--- src/rtl/seg_pkg.sv ---
// Shared definitions for the seven-segment display blocks: digit count,
// blank pattern, hex-to-segment table and the frame record.
package seg_pkg;

    localparam int SEG_DIGITS = 6;
    localparam logic [7:0] SEG_OFF = 8'hFF;

    // Active-low g..a patterns, entry n at [n]; listed from F down to 0.
    localparam logic [15:0][6:0] HEX_SEG_TABLE = {
        7'h0E, 7'h06, 7'h21, 7'h46, 7'h03, 7'h08, 7'h10, 7'h00,
        7'h78, 7'h02, 7'h12, 7'h19, 7'h30, 7'h24, 7'h79, 7'h40
    };

    typedef struct packed {
        logic [23:0] hex;
        logic [5:0]  dp;
        logic [5:0]  blank;
    } seg_frame_t;

    function automatic logic [6:0] hex_seg(input logic [3:0] nibble);
        return HEX_SEG_TABLE[nibble];
    endfunction

endpackage

--- src/rtl/seg_hex_decode.sv ---
// Combinational hex nibble to active-low seven-segment (g..a) pattern.
module seg_hex_decode
    import seg_pkg::*;
(
    input  logic [3:0] nibble,
    output logic [6:0] pattern
);

    assign pattern = hex_seg(nibble);

endmodule

--- src/rtl/seg_scan_ctrl.sv ---
// Six-digit multiplexed seven-segment scan controller with a double-buffered
// frame input that commits only at frame boundaries.
module seg_scan_ctrl
    import seg_pkg::*;
#(
    parameter int SCAN_CNT = 50000,
    parameter int DEAD_CNT = 500,
    parameter int CNT_W    = 22
) (
    input  logic        clk,
    input  logic        rst,
    input  logic        en,
    input  logic        frm_valid,
    output logic        frm_ready,
    input  logic [23:0] frm_hex,
    input  logic [5:0]  frm_dp,
    input  logic [5:0]  frm_blank,
    output logic [5:0]  sel,
    output logic [7:0]  seg,
    output logic        frm_commit
);

    logic [CNT_W-1:0] cnt_reg;
    logic [2:0]       idx_reg;
    logic             pend_full_reg;
    seg_frame_t       pend_reg;
    seg_frame_t       disp_reg;
    logic [5:0]       sel_reg;
    logic [7:0]       seg_reg;
    logic             commit_reg;

    logic [5:0] sel_next;
    logic [7:0] seg_next;
    logic       last_cnt;
    logic       tick;
    logic       boundary;
    logic       xfer;
    logic       commit;
    logic       in_dead;
    logic [6:0] dec_pattern;
    logic [3:0] nib [SEG_DIGITS];

    assign last_cnt = (cnt_reg == CNT_W'(SCAN_CNT - 1));
    assign tick     = en && last_cnt;
    assign boundary = tick && (idx_reg == 3'(SEG_DIGITS - 1));
    assign xfer     = frm_valid && !pend_full_reg;
    assign commit   = boundary && pend_full_reg;

    generate
        if (DEAD_CNT == 0) begin : g_no_dead
            assign in_dead = 1'b0;
        end else begin : g_dead
            assign in_dead = (cnt_reg < CNT_W'(DEAD_CNT));
        end
    endgenerate

    genvar gi;
    generate
        for (gi = 0; gi < SEG_DIGITS; gi++) begin : g_nib
            assign nib[gi] = disp_reg.hex[4*gi +: 4];
        end
    endgenerate

    seg_hex_decode u_dec (
        .nibble  (nib[idx_reg]),
        .pattern (dec_pattern)
    );

    // Slot counter and digit index; disabling scan parks both at slot start.
    always_ff @(posedge clk or negedge rst) begin
        if (!rst) begin
            cnt_reg <= '0;
            idx_reg <= '0;
        end else if (!en) begin
            cnt_reg <= '0;
            idx_reg <= '0;
        end else if (last_cnt) begin
            cnt_reg <= '0;
            idx_reg <= (idx_reg == 3'(SEG_DIGITS - 1)) ? 3'd0 : idx_reg + 3'd1;
        end else begin
            cnt_reg <= cnt_reg + CNT_W'(1);
        end
    end

    // Commit and transfer are exclusive: a full pending buffer blocks transfers.
    always_ff @(posedge clk or negedge rst) begin
        if (!rst) begin
            pend_full_reg  <= 1'b0;
            pend_reg       <= '0;
            disp_reg.hex   <= '0;
            disp_reg.dp    <= '0;
            disp_reg.blank <= '1;
        end else if (commit) begin
            disp_reg      <= pend_reg;
            pend_full_reg <= 1'b0;
        end else if (xfer) begin
            pend_reg.hex   <= frm_hex;
            pend_reg.dp    <= frm_dp;
            pend_reg.blank <= frm_blank;
            pend_full_reg  <= 1'b1;
        end
    end

    always_comb begin
        sel_next = '0;
        seg_next = SEG_OFF;
        if (en && !in_dead) begin
            sel_next = 6'b000001 << idx_reg;
            if (!disp_reg.blank[idx_reg]) begin
                seg_next = {~disp_reg.dp[idx_reg], dec_pattern};
            end
        end
    end

    always_ff @(posedge clk or negedge rst) begin
        if (!rst) begin
            sel_reg    <= '0;
            seg_reg    <= SEG_OFF;
            commit_reg <= 1'b0;
        end else begin
            sel_reg    <= sel_next;
            seg_reg    <= seg_next;
            commit_reg <= commit;
        end
    end

    assign sel        = sel_reg;
    assign seg        = seg_reg;
    assign frm_commit = commit_reg;
    assign frm_ready  = !pend_full_reg;

endmodule

--- config.mk ---
export PLATFORM = sky130hd
export DESIGN_NAME = seg_scan_ctrl
export DESIGN_NICKNAME = d
export VERILOG_FILES = /design/src/rtl/seg_pkg.sv /design/src/rtl/seg_hex_decode.sv /design/src/rtl/seg_scan_ctrl.sv
export SDC_FILE = /design/constraint.sdc
export NUM_CORES = 1
export LEC_CHECK = 0
export CAP_MARGIN = 5
export CORE_AREA = 2 2 101 103
export DETAILED_ROUTE_END_ITERATION = 6
export DIE_AREA = 0 0 103 105
export PLACE_DENSITY_LB_ADDON = 0.05
export SETUP_SLACK_MARGIN = 0.3
export SLEW_MARGIN = 0
export SYNTH_ARGS = -nofsm -noshare
export SYNTH_HDL_FRONTEND = slang
export SYNTH_SLANG_ARGS = --single-unit
--- constraint.sdc ---
create_clock -name clk -period 2.7 [get_ports clk]
set_input_delay 0.54 -clock clk [delete_from_list [all_inputs] [get_ports clk]]
set_output_delay 0.54 -clock clk [all_outputs]
set_load 0.01 [all_outputs]
==> metrics.txt, run 1 <==
Core ar. 0.00964 mm2; commonest non-fill, non-tap cell in the layout dfrtp_1; number of hold buffers added after cts 0; Max Freq 0.426 GHz; FP Rows 36; Antenna Nets Post-Route 0; Yosys cell types 45; final instance area 0.00667 mm2; crit-path cells mux4_2 > nand2_1 > and2_2 > inv_1 > ha_1 > a21oi_1 > o22a_1 > o21ai_0 > a211o_1; Setup TNS Final 0 ns; die height 105 um; GRT Overall Usage 19.8%; net switching share of the total power 19.6%; final worst slack 0.354 ns; number of synthesized flops with an enable pin 0; I/O pins 56; via count 3,351; first-pass GRT wire length 16,300 um; WS Path Type reg -> reg; Seq cells post-synth 113; reg2reg start idx_reg[0]; worst skew pair latency 0.51 ns; Async SR Flop Fraction 100%; Setup violations, final 0; Cell Int Power 3430 uW; Net Count, Synth 450; fin nets 524; Crit-path slowest cell mux4_2; P_sw 838 uW; VDD IR max 610 uV; I/O Buffers 55; DRC Markers 0; H-tree level count 4; clock-pin transition on the worst setup and hold timing paths 0.05 ns; Rel. slew slack 43.3%; die area 0.0108 mm2; utilization after layout 69.2%; average via count per standard cell 5.40; sequential area share after synthesis 54.6%; clk sinks 113; share of cells above drive strength 1 31.6%; Final GP Congestion 0.915; flop-to-flop setup slack 0.35 ns; Hold Crit Class in -> async; Die Wd 103 um; CTS buffer count 17; Starting Density 54.0%; Area Growth Syn to Fin 28.0%; Pre-Repair DR Iteration Count 4; part of the power in registers 42.2%; synthesized area 0.00521 mm2; Final Max Slew Viols 0; crit path launch type register; DR WL/cell 16.2 um; Synth top area share 47.6%; Crit Path Max Fanout 6; Worst Path Required 3.13 ns; Avg Cell Area, Syn 13.0 um2; clock tree buffer depth 2; Clock power frac 53.9%; Cell Area, Placed 0.00595 mm2; Cell Pwr Density 641 mW/mm2; GRT overflow 0; crit end category register; RSZ-0062 raised after global routing yes; Worst Skew 0.00798 ns; Leak 0.00296 uW; top cells by area, synth dfrtp_1, mux2_2, mux2_4; Min Clock Period, post-route 2.35 ns; commonest non-fill, non-tap cells in the layout dfrtp_1, clkdlybuf4s50_1, mux2_2, nor2_1, mux2_4; Ys Warns 0; measured slew at the worst slew-check pin 0.844 ns; leading area contributor after synthesis dfrtp_1; R2R depth 9; R2R Path End seg[0]; max cap viols 0; Post-synth top flop dfrtp_1; vias in the first global route 3,307; longest individual stage delay on the worst path 0.53 ns; status completed; CTS Root Cell clkbuf_8; post-synthesis cell count 402; DR iter-0 viols 152; Gate power share 3.9%; CP arrival 2.78 ns; DRT Wirelength 10,000 um; largest net degree at the start of global routing 51; CTS tree done; final-report hold violation count 0; DP HPWL 6810 um; pre-CTS worst setup slack 0.211 ns; fin crit share 86.9%; initial antenna violation count 0; # diodes 0
## worst max-delay path by stage
| stage | from | to | slack [ns] |
|---|---|---|---|
| 2_1_floorplan | idx_reg[0] | seg[0] | 0.30 |
| 3_3_place_gp | idx_reg[0] | seg[0] | 0.31 |
| 3_5_place_dp | idx_reg[0] | seg[0] | 0.21 |
| 4_1_cts | idx_reg[0] | seg[0] | 0.31 |
| 5_1_grt | idx_reg[0] | seg[6] | 0.26 |
| 6_report | idx_reg[0] | seg[0] | 0.35 |
## stage by stage
stage	total power (uW)	hold slack, ns	instances
after floorplan	1880	0.244	402
after global placement	1990	0.469	583
after detailed placement	2000	0.473	583
after CTS	4320	0.0161	616
after global routing	4420	0.0297	621
final	4270	0.0159	621
## Yosys cell counts (8+ instances only)
master    number
mux2_4        30
xor2_1         8
mux2i_1        8
nor2_1        39
nand2_1       18
mux2_2        45
nand3_1       12
xnor2_1       13
nor3_1        10
clkbuf_1       8
inv_1         12
dfrtp_1       99
ha_1           8
nand4_1        9
dfstp_2       14
## critical path, delay by kind of cell, from the launching register on
kind,cells,cell delay [ns]
multiplexers,1,0.53
buffers and inverters,1,0.07
AO/OA/AOI/OAI,4,0.69
AND/OR/NAND/NOR,2,0.30
adder cells (fa/ha/maj),1,0.26
flip-flops,1,0.42
## cells by family (layout without fill, tap and decap cells)
kind of cell | count (synthesis) | after routing | synth area share (%)
mux | 88 | 88 | 22.1
fa+ha+maj | 8 | 8 | 1.92
buf+inv | 30 | 116 | 2.81
simple gates | 114 | 114 | 11.0
compound gates | 28 | 28 | 4.01
flops | 113 | 113 | 54.6
xor+xnor | 21 | 21 | 3.53
## power groups by stage
stage | clock, uW | sequential (uW) | combinational (uW)
final | 2300 | 1800 | 168
after global routing | 2420 | 1810 | 187
after CTS | 2350 | 1800 | 172
after detailed placement | 0 | 1830 | 171
after global placement | 0 | 1830 | 165
after floorplan | 0 | 1820 | 66.5
## what timing repair did
action	in CTS	in global routing
resized for setup	1	8
cloned	0	1
endpoints found under the setup margin	2	40
buffers inserted	2	4
pin swaps	0	1
## cell type report
| type | count | area (um2) |
|---|---|---|
| Fill cell | 739 | 2970 |
| Multi-Input combinational cell | 259 | 2250 |
| Inverter | 12 | 48.8 |
| Clock inverter | 9 | 154 |
| Tap cell | 133 | 166 |
| Sequential cell | 113 | 2850 |
| Timing Repair Buffer | 73 | 738 |
| Clock buffer | 22 | 463 |
## metal layers
layer  vias to the layer above  wire length, um  global-route usage [%]
li1                       1586                -                       -
met1                      1665             4740                    27.5
met2                        87             4630                    28.6
met4                         0              148                    6.77
met3                        13              527                    7.29
met5                         -                0                       0
Power figures use the tool's default switching activity.
==> inputs of run 2 (changes only) <==
ABC_AREA = 1   (was unset)
CAP_MARGIN = unset   (was 5)
CORE_AREA = 2 2 102 104   (was 2 2 101 103)
DIE_AREA = 0 0 104 106   (was 0 0 103 105)
==> run 2 against run 1 <==
  * Setup slack improved by 0.19 ns
  * Global-route usage rose by 2.8 points
  * Cell area fell by 1.4%
  * Clock skew fell by 0.0019 ns
  * Register-to-register slack improved by 0.24 ns
  * Core utilization fell by 3.4 points
  * Sequential share of layout area rose by 0.55 points
  * Final cell count rose by 30%
  * Clock-buffer cell count fell by 1
  * Largest cell class unchanged
==> metrics.txt, run 2 <==
initial antenna violation count 0 (unchanged); count leader, synth nand2_1; Pre-Repair DR Iteration Count 4 (unchanged); # diodes 0 (unchanged); share of cells above drive strength 1 15.9% (-16 points); area of the multi-input gates 0.00219 mm2 (-2.3%); Final Max Slew Viols 0 (unchanged); pre-CTS worst setup slack 0.314 ns (+0.103 ns); Setup TNS Final 0 ns (unchanged); Buf/Inv on CP 2 (+1); worst hold stages 2; Hold Crit Class reg -> reg; Crit Path Max Fanout 3 (-3); clk sinks 113 (unchanged); DP HPWL 8030 um (+18%); Async SR Flop Fraction 100% (unchanged); H-tree level count 4 (unchanged); Rel. slew slack 63.1% (+20 points); CTS Root Cell clkbuf_8; fillers 891 (+21%); CP arrival 1.62 ns (-1.16 ns); via count 4,177 (+25%); crit path launch type register; CTS tree done; I/O pins 56 (unchanged); Net Count, Synth 647 (+44%); DR WL/cell 14.0 um (-13%); first-pass GRT wire length 19,700 um (+20%); status completed; GRT overflow 0 (unchanged); WS Path Type reg -> out; Core ar. 0.0100 mm2 (+3.7%); Worst Path Required 2.16 ns (-0.97 ns); CP top delay family buffers and inverters; final worst slack 0.543 ns (+0.189 ns); Die Wd 104 um (+0.97%); min-delay src disp_reg[5]; average via count per standard cell 5.16 (-4.4%); utilization after layout 65.7% (-3.4 points); Hold Crit Endpoint disp_reg[5]; measured slew at the worst slew-check pin 0.550 ns (-0.294 ns); Cell Pwr Density 613 mW/mm2 (-4.4%); Starting Density 53.2% (-0.83 points); vias in the first global route 4,285 (+30%); worst skew pair latency 0.52 ns (about the same); Seq cells post-synth 113 (unchanged); DRT Wirelength 11,400 um (+13%); Setup violations, final 0 (unchanged); commonest non-fill, non-tap cells in the layout nand2_1, dfrtp_1, nand3_1, nor2_1, clkdlybuf4s50_1; RSZ-0062 raised after global routing no; max cap viols 0 (unchanged); DRC Markers 0 (unchanged); synthesized area 0.00532 mm2 (+2.1%); FP Rows 37 (+2.8%); crit end category output port; sequential area share after synthesis 53.5% (-1.1 points); die height 106 um (+0.95%); clock-pin transition on the worst setup and hold timing paths 0.06 ns (about the same); Ys Warns 0 (unchanged); Storage cell area 0.00285 mm2 (-0.13%); fin nets 709 (+35%); flop-to-flop setup slack 0.59 ns (+0.24 ns); fin crit share 79.9% (-7.0 points); Max Freq 0.464 GHz (+8.8%); Antenna Nets Post-Route 0 (unchanged); crit-path cells inv_1 > clkdlybuf4s50_1; final-report hold violation count 0 (unchanged); post-synthesis cell count 599 (+49%); VDD IR max 433 uV (-29%); I/O Buffers 55 (unchanged); top cells by area, synth dfrtp_1, nand2_1, mux2_2; Leak 0.00320 uW (+8.1%); clock tree buffer depth 2 (unchanged); leading area contributor after synthesis dfrtp_1; Worst setup startpoint pend_full_reg; DR iter-0 viols 157 (+3.3%); R2R Path End seg[1]; Final GP Congestion 0.911 (-0.47%); CTS buffer count 17 (unchanged); die area 0.0110 mm2 (+1.9%); Post-synth top flop dfrtp_1; longest individual stage delay on the worst path 0.58 ns (+0.05 ns); GRT Overall Usage 22.6% (+2.8 points); Worst Skew 0.00605 ns (-0.00193 ns); Area Growth Syn to Fin 23.6%; reg2reg start idx_reg[1]; number of synthesized flops with an enable pin 0 (unchanged); Min Clock Period, post-route 2.16 ns (-0.189 ns); commonest non-fill, non-tap cell in the layout nand2_1; Avg Cell Area, Syn 8.88 um2 (-31%); largest net degree at the start of global routing 56 (+9.8%); Fin Hold WS 0.466 ns (+0.450 ns); top cells by count, synth nand2_1, dfrtp_1, nand3_1, nor2_1, inv_1; Synth top area share 46.6% (-1.0 points); Crit-path slowest cell clkdlybuf4s50_1; R2R depth 11 (+2); Yosys cell types 29 (-36%); PnR Total Power 4030 uW (-5.7%)
## run 2: logic make-up after synthesis
kind of cell | synth area share (%)
flops | 53.5
buf+inv | 5.27
compound gates | 2.09
xor+xnor | 1.15
simple gates | 28.5
mux | 7.62
fa+ha+maj | 1.88
## run 2: routing by layer
metal | vias up | share of wire, % | global-route usage, %
li1 | 2063 | - | -
met1 | 1993 | 46 | 28.8
met2 | 93 | 47 | 36.7
met3 | 28 | 4.1 | 5.21
met4 | 0 | 2.5 | 11.2
met5 | - | 0 | 0
## run 2: what timing repair did
action	4_1_cts	5_1_grt
endpoints found under the hold margin	26	0
hold buffers	1	0
buffers inserted	0	0
resized for setup	0	1
setup endpoints to repair	0	2
## run 2: how the worst max path moves through the flow
stage,slack (ns),depth (start not counted),to
after floorplan,0.90,13,seg[5]
after global placement,0.42,6,pend_full_reg
after detailed placement,0.31,6,disp_reg[32]
after CTS,0.45,11,seg[1]
after global routing,0.42,11,seg[1]
final,0.54,2,frm_ready
## run 2: power by group
group	internal [uW]	total, uW	switching, uW
combinational	90.5	153	62.1
clock	1350	2100	749
sequential	1750	1780	31.7
total	3190	4030	843
## run 2: final cells by class
type | instances | share of cell area [%]
Clock buffer | 21 | 6.83
Clock inverter | 11 | 1.71
Inverter | 46 | 2.63
Multi-Input combinational cell | 421 | 33.4
Sequential cell | 113 | 43.3
Tap cell | 136 | 2.59
Timing Repair Buffer | 62 | 9.55
## run 2: tightest hold or removal path, stage by stage, from the launching register on
cell and delay (ns):
dfstp_2 0.37, nand2_1 0.05, nand2_1 0.04
## run 2: metrics by stage
step / cells / area, um2
after detailed placement: 777 / 6000
final: 810 / 6570
after global placement: 777 / 6000
after global routing: 810 / 6570
after floorplan: 599 / 5320
after CTS: 810 / 6570
